## src/rtl/proc_control_fsm.sv

```systemverilog
// Control sequencer for the 16-bit processor datapath: fetch via R7, decode IR,
// and step bus/ALU/memory controls through T0..T5, pulsing Done per instruction.
module proc_control_fsm (
  input  logic        Clock,
  input  logic        Reset,
  input  logic        Run,
  input  logic [15:0] IR,
  input  logic        Z,
  input  logic        C,
  output logic        IRin,
  output logic        Ain,
  output logic        Gin,
  output logic        ADDRin,
  output logic        DOUTin,
  output logic [7:0]  Rin,
  output logic        incr_pc,
  output logic        W_D,
  output logic        AddSub,
  output logic        AndOp,
  output logic        FlagsIn,
  output logic [3:0]  Sel,
  output logic        Done
);

  localparam int unsigned NREGS = 8;
  localparam int unsigned SELW  = 4;

  localparam logic [2:0] OP_MV  = 3'b000;
  localparam logic [2:0] OP_MVT = 3'b001;
  localparam logic [2:0] OP_ADD = 3'b010;
  localparam logic [2:0] OP_SUB = 3'b011;
  localparam logic [2:0] OP_LD  = 3'b100;
  localparam logic [2:0] OP_ST  = 3'b101;
  localparam logic [2:0] OP_AND = 3'b110;

  localparam logic [SELW-1:0] SEL_PC   = 4'd7;
  localparam logic [SELW-1:0] SEL_G    = 4'd8;
  localparam logic [SELW-1:0] SEL_D    = 4'd9;
  localparam logic [SELW-1:0] SEL_DHI  = 4'd10;
  localparam logic [SELW-1:0] SEL_DIN  = 4'd11;
  localparam logic [SELW-1:0] SEL_DSEX = 4'd12;

  typedef enum logic [2:0] {
    T0 = 3'd0, T1 = 3'd1, T2 = 3'd2, T3 = 3'd3, T4 = 3'd4, T5 = 3'd5
  } state_e;

  state_e state_q, state_d;

  logic [2:0]       iii, rx, ry;
  logic             m;
  logic [NREGS-1:0] rx_oh;
  logic             br_take;
  logic             unused_ir;

  assign iii       = IR[15:13];
  assign m         = IR[12];
  assign rx        = IR[11:9];
  assign ry        = IR[2:0];
  assign rx_oh     = NREGS'(1) << rx;
  assign unused_ir = ^IR[8:3];

  // Branch condition encoded in the rX field
  always_comb begin
    case (rx)
      3'b000:  br_take = 1'b1;
      3'b001:  br_take = Z;
      3'b010:  br_take = ~Z;
      3'b011:  br_take = ~C;
      3'b100:  br_take = C;
      default: br_take = 1'b0;
    endcase
  end

  always_ff @(posedge Clock) begin
    state_q <= state_d;
  end

  always_comb begin
    state_d = state_q;
    IRin    = 1'b0;
    Ain     = 1'b0;
    Gin     = 1'b0;
    ADDRin  = 1'b0;
    DOUTin  = 1'b0;
    Rin     = '0;
    incr_pc = 1'b0;
    W_D     = 1'b0;
    AddSub  = 1'b0;
    AndOp   = 1'b0;
    FlagsIn = 1'b0;
    Sel     = '0;
    Done    = 1'b0;

    case (state_q)
      T0: begin
        if (Run) begin
          Sel     = SEL_PC;
          ADDRin  = 1'b1;
          state_d = T1;
        end
      end
      T1: begin
        incr_pc = 1'b1;
        state_d = T2;
      end
      T2: begin
        IRin    = 1'b1;
        state_d = T3;
      end
      T3: begin
        case (iii)
          OP_MV: begin
            Sel  = m ? SEL_D : SELW'(ry);
            Rin  = rx_oh;
            Done = 1'b1;
          end
          OP_MVT: begin
            if (m) begin
              Sel  = SEL_DHI;
              Rin  = rx_oh;
              Done = 1'b1;
            end else if (br_take) begin
              Sel     = SEL_PC;
              Ain     = 1'b1;
              state_d = T4;
            end else begin
              Done = 1'b1;
            end
          end
          OP_ADD, OP_SUB, OP_AND: begin
            Sel     = SELW'(rx);
            Ain     = 1'b1;
            state_d = T4;
          end
          OP_LD, OP_ST: begin
            Sel     = SELW'(ry);
            ADDRin  = 1'b1;
            state_d = T4;
          end
          default: Done = 1'b1;
        endcase
      end
      T4: begin
        case (iii)
          OP_MVT: begin
            Sel     = SEL_DSEX;
            Gin     = 1'b1;
            state_d = T5;
          end
          OP_ADD, OP_SUB, OP_AND: begin
            Sel     = m ? SEL_D : SELW'(ry);
            Gin     = 1'b1;
            FlagsIn = 1'b1;
            AddSub  = (iii == OP_SUB);
            AndOp   = (iii == OP_AND);
            state_d = T5;
          end
          OP_LD:   state_d = T5;
          OP_ST: begin
            Sel    = SELW'(rx);
            DOUTin = 1'b1;
            W_D    = 1'b1;
            Done   = 1'b1;
          end
          default: state_d = T0;
        endcase
      end
      T5: begin
        case (iii)
          OP_MVT: begin
            Sel  = SEL_G;
            Rin  = NREGS'(8'h80);
            Done = 1'b1;
          end
          OP_ADD, OP_SUB, OP_AND: begin
            Sel  = SEL_G;
            Rin  = rx_oh;
            Done = 1'b1;
          end
          OP_LD: begin
            Sel  = SEL_DIN;
            Rin  = rx_oh;
            Done = 1'b1;
          end
          default: state_d = T0;
        endcase
      end
      default: state_d = T0;
    endcase

    if (Done) state_d = T0;

    // Reset wins over every transition and silences all controls, including W_D
    if (Reset) begin
      state_d = T0;
      IRin    = 1'b0;
      Ain     = 1'b0;
      Gin     = 1'b0;
      ADDRin  = 1'b0;
      DOUTin  = 1'b0;
      Rin     = '0;
      incr_pc = 1'b0;
      W_D     = 1'b0;
      AddSub  = 1'b0;
      AndOp   = 1'b0;
      FlagsIn = 1'b0;
      Sel     = '0;
      Done    = 1'b0;
    end
  end

endmodule

```

## config.mk

```make
export PLATFORM = sky130hd
export DESIGN_NAME = proc_control_fsm
export DESIGN_NICKNAME = d
export VERILOG_FILES = /design/src/rtl/proc_control_fsm.sv
export SDC_FILE = /design/constraint.sdc
export NUM_CORES = 1
export LEC_CHECK = 0
export ABC_AREA = 1
export ABC_CLOCK_PERIOD_IN_PS = 1500
export BUFFER_PORTS_ARGS = -buffer_cell sky130_fd_sc_hd__buf_2
export CORE_MARGIN = 2
export CORE_UTILIZATION = 41
export DETAILED_ROUTE_END_ITERATION = 10
export GPL_TIMING_DRIVEN = 0
export PLACE_DENSITY = 0.79
export RECOVER_POWER = 100
export SYNTH_ARGS = -nofsm -noshare
export SYNTH_HDL_FRONTEND = slang
export SYNTH_SLANG_ARGS = --single-unit
```

## constraint.sdc

```tcl
create_clock -name Clock -period 1.5 [get_ports Clock]
set_input_delay 0.075 -clock Clock [delete_from_list [all_inputs] [get_ports Clock]]
set_output_delay 0.075 -clock Clock [all_outputs]
set_load 0.005 [all_outputs]
```

* After elaboration in Yosys (flattened, before gate mapping)
Index checks and enable logic that the tools add are counted.
** Cells by class
- Eq/ne operators :: 21
- Shift-type cells :: 1
- Multiplexer cells :: 56
- Bitwise gates (word level) :: 2
- Reduce and logical (&&, ||, !) cells :: 11
** Operators by type and width (number)
- one-hot mux 8 bit (2 select lines) :: 3
- one-hot mux 4 bit (4 select lines) :: 2
- two-way mux 1 bit :: 30
- == test 3 x 2 -> 1 bit (second input constant) :: 6
- == test 3 bit (second input constant) :: 6
- two-way mux 3 bit :: 6
- one-hot mux 3 bit (6 select lines) :: 1
- two-way mux 8 bit :: 2
- two-way mux 4 bit :: 3
- one-hot mux 3 bit (2 select lines) :: 2
- one-hot mux 4 bit (3 select lines) :: 1
- OR reduction 5 bit :: 2
- == test 3 x 1 -> 1 bit (second input constant) :: 3
- logical NOT 3 bit :: 3
- inequality test 3 bit (second input constant) :: 3
- one-hot mux 4 bit (2 select lines) :: 1
- OR reduction 4 bit :: 2
- << shifter 1 x 3 -> 8 bit (first input constant) :: 1
- inequality test 2 bit (second input constant) :: 3
- one-hot mux 1 bit (2 select lines) :: 3
- AND reduction 6 bit :: 1
- one-hot mux 1 bit (5 select lines) :: 1
- OR reduction 2 bit :: 2
- one-hot mux 1 bit (3 select lines) :: 1
- 2 further kinds :: 3
** Storage, ports and cells
- Register bits after elaboration :: 3
- Input port bits :: 21
- Output and inout bits :: 23
- Word-level logic and storage cells :: 92

* Depth between registers and ports, before layout
- Depth after elaboration :: 7
- Gate-level depth with buffers :: 10
- Gate-level depth less buffers :: 10

* Least setup slack after synthesis
OpenSTA, ideal clock, no wires.
- Kind :: reg2out
- Start point :: register state_q[2]
- End point :: output port Rin[5]
- Arrival :: 1127 ps
- Slack :: 298 ps
- Cell stages (with the launch flop) :: 8
- Buffers on the path :: 0
- Path through :: dfxtp_1 inv_1 nand3_2 nor2_1 o21ai_1 nand2_1 nand3_1 nor3_1
** On the way
- Longest elaborated chain between the ends :: 3
** RTL lines
- start, declared :: line 47 : state_e state_q, state_d;
- start signal, assigned :: line 75 : state_q <= state_d;
- == test 3 bit or == test 3 x 2 -> 1 bit (tied branches) :: line 94 : case (state_q)
- one-hot mux 8 bit (2 select lines) * :: line 94
- two-way mux 8 bit * :: line 194 : if (Reset) begin
- end, declared :: line 15 : output logic [7:0] Rin,
Every way passes the cells marked *; elsewhere a longest branch is shown, timed or not.

* Worst setup path after layout
- Start point :: register state_q[2]
- End point :: output port Rin[0]
The elaborated chain is that of the path after synthesis.

==> results.md <==
* Synthesized area per cell at 5.11 sq um
* H-tree Lvls at 1
* N_diodes at 0
* I/O Buffers at 37
* Multi-input gate area at 713 sq um
* Top cells by count, synth: nand2_1 (35), nor2_1 (27), nand3_1 (15)
* IR drop worst, VDD at 0.00109 V
* Die Width at 46.8 um
* Core area at 1730 sq um
* Peak Freq at 0.660 GHz
* DR WL/cell at 12.4 um
* # DRC at 0
* Num ports at 44
* CP required at 1.42 ns
* Critical path's top delay family: simple AND/OR/NAND/NOR gates
* Vias in the first global route at 997
* Slowest stage cell, crit path: dfxtp_2
* Post-Synthesis Cells at 147
* Via density at 5.37
* Top_reg_cell synth: dfxtp_1
* GRT Total Usage at 0.247
* CP endpoint kind: primary output
* Startpoint types: register
* First-pass GRT wire length at 4040 um
* Slowest stage delay, CP at 0.35 ns
* Synth warn at 0
* Layout Utilization at 0.668
* Setup tns final at -0.0230 ns
* Crit-path cells: inv_4 -> nand3_4 -> nor2_4 -> o21ai_2 -> nand2_2 -> inv_2 -> nor4_1 -> buf_2
* Net Sw Frac at 0.529
* Failing checks: negative setup slack
* Global Route met2 Usage at 0.425
* Clock latency on the worst-skew pair at 0.23 ns
* Clock sinks at 3
* Total grt overflow at 0
* Num CTS Buffers at 3
* P&R area growth vs syn at 53.7%
* Met3 Use GR at 0.0269
* Max-slew violation count at 0
* Minimum clock period at 1.52 ns
* Drt initial violations at 48
* DR pass1 iterations at 4
* Cell Rows at 15
* GRT Max-Usage Layer: met2
* Final hold viol count at 0
* Distinct cells, synth at 24
* Largest Register: state_q
* Register area at 68.8 sq um
* Initial antenna violation count at 0
* Biggest regs: state_q x3
* Register area share after synthesis at 0.0800
* Worst Slack Setup Final at -0.0162 ns
* DP HPWL at 1950 um
* Root buffer selected by CTS: clkbuf_4
* Synthesized flop and latch total at 3
* Critical Path Fanout Max at 4
* Post-route cell area at 1150 sq um
* Top cells by area, synth: nand2_1 (18%), nor2_1 (14%), nand3_1 (10%)
* Clk pwr share at 0.115
* Sequential fraction of design power at 0.197
* Final nets at 215
* P_sw at 0.000640 W
* Max-slew headroom at 0.673
* Layout cells sized above 1 at 0.482
* Clk_skew at 0.00160 ns
* CP Class: register to primary output
* Worst-case clock buffer depth at 2
* Gpl congestion at 1.01
* Total Wirelength at 2710 um
* Routed Antenna Nets at 0
* Max reg flops at 3
* Mapped Area at 751 sq um
* RSZ-0062 raised after global routing: yes
* Cell-internal power at 0.000569 W
* Leak Pwr at 0.590 nW
* Post-synth top area share at 0.175
* Largest net degree at the start of global routing at 11
* Die height at 46.8 um
* DP Area at 967 sq um
* Area leader, netlist: nand2_1
* Vias at 1170
* Final setup vio count at 2
* Starting Density at 0.435
* Met1 global-route usage at 0.315
* Outcome: finished with violations
* CTS tree: built
* Syn_nets at 168
* CP arrival at 1.44 ns
* Worst hold path class: input pin to register
* Count leader, synth: nand2_1
* Post-synth EDFFs at 0
* Worst Max-Slew Pin Slew at 0.491 ns
* Combinational power share at 0.688
* Final Cycle Share at 1.01
* Ys async rst share at 0
* Bufs and invs on worst path at 3
* Pwr Density at 1050 nW/um^2
* Worst-path clk slew at 0.04 ns
* Post-CTS Hold Buffers at 0
* Max_cap viols at 0
* Die ar. at 2190 sq um
* Fill cell count at 158
## final timing paths
kind	end	slack, ns	cells after the start	startpoint
worst max register to register	state_q[0]$_SDFFE_PP0P_	0.19	9	state_q[0]$_SDFFE_PP0P_
worst min-delay path	state_q[0]$_SDFFE_PP0P_	0.34	4	Reset
worst max-delay path	Rin[0]	-0.02	8	state_q[2]$_SDFFE_PP0P_
worst min register to register	state_q[1]$_SDFFE_PP0P_	0.71	4	state_q[1]$_SDFFE_PP0P_
## layer usage
layer / share of wire / up-vias
li1: - / 578
met5: 0 / -
met3: 0.074 / 4
met4: 0.012 / 0
met2: 0.51 / 49
met1: 0.40 / 539
## timing repair
| item | CTS | global route |
|---|---|---|
| hold endpoints to repair | 0 | 0 |
| setup buffers | 3 | 2 |
| pin swaps | 2 | 1 |
| endpoints found under the setup margin | 19 | 16 |
| resized for setup | 13 | 22 |
## cell type report
type / count / area share
Buffer: 2 / 0.00976
Sequential cell: 3 / 0.0597
Inverter: 20 / 0.0694
Timing Repair Buffer: 42 / 0.193
Clock buffer: 4 / 0.0228
Tap cell: 25 / 0.0271
Multi-Input combinational cell: 122 / 0.618
## tightest hold or removal path, stage by stage
cell and delay, ns:
buf_2 0.14, inv_1 0.14, nand4_2 0.14, nor2_1 0.04
## cells by family after synthesis
kind of cell / count (synthesis) / share of synthesized area
simple gates: 101 / 0.642
compound gates: 21 / 0.163
flops: 3 / 0.0800
buf+inv: 22 / 0.115
## power by group through the flow
stage	registers, W	logic, W	clock network (W)
2_1_floorplan	0.000158	0.000441	0
3_3_place_gp	0.000164	0.000608	0
3_5_place_dp	0.000166	0.000627	0
4_1_cts	0.000196	0.000693	0.000148
5_1_grt	0.000244	0.000907	0.000154
6_report	0.000239	0.000832	0.000139
## layout by cell type (no fill, tap or decap), types with 2 or more instances in the layout
master    count
nand2_2       7
nor3_2        5
inv_4         2
nor2_1       24
o21ai_0       3
inv_2        10
nor3_1        3
nand2_1      31
clkbuf_4      3
o21a_1        2
nor4_2        2
buf_2        37
nand3_2       2
a21oi_1       9
a21oi_2       3
nor2_4        3
nand3_1      13
inv_1         8
dfxtp_4       2
nor2_2        2
nand2_4       2
a211oi_1      2
nand3_4       2
clkbuf_1      2
buf_4         6
## stage by stage
stage	std cells	hold slack (ns)	total power [W]	setup WS, ns
after global placement	209	0.451	0.000772	0.0631
after detailed placement	209	0.454	0.000793	-0.0185
after CTS	216	0.301	0.00104	-0.0156
after floorplan	147	0.184	0.000599	0.298
final	218	0.342	0.00121	-0.0162
after global routing	218	0.364	0.00131	-0.101
(Power assumes the default switching activity.)
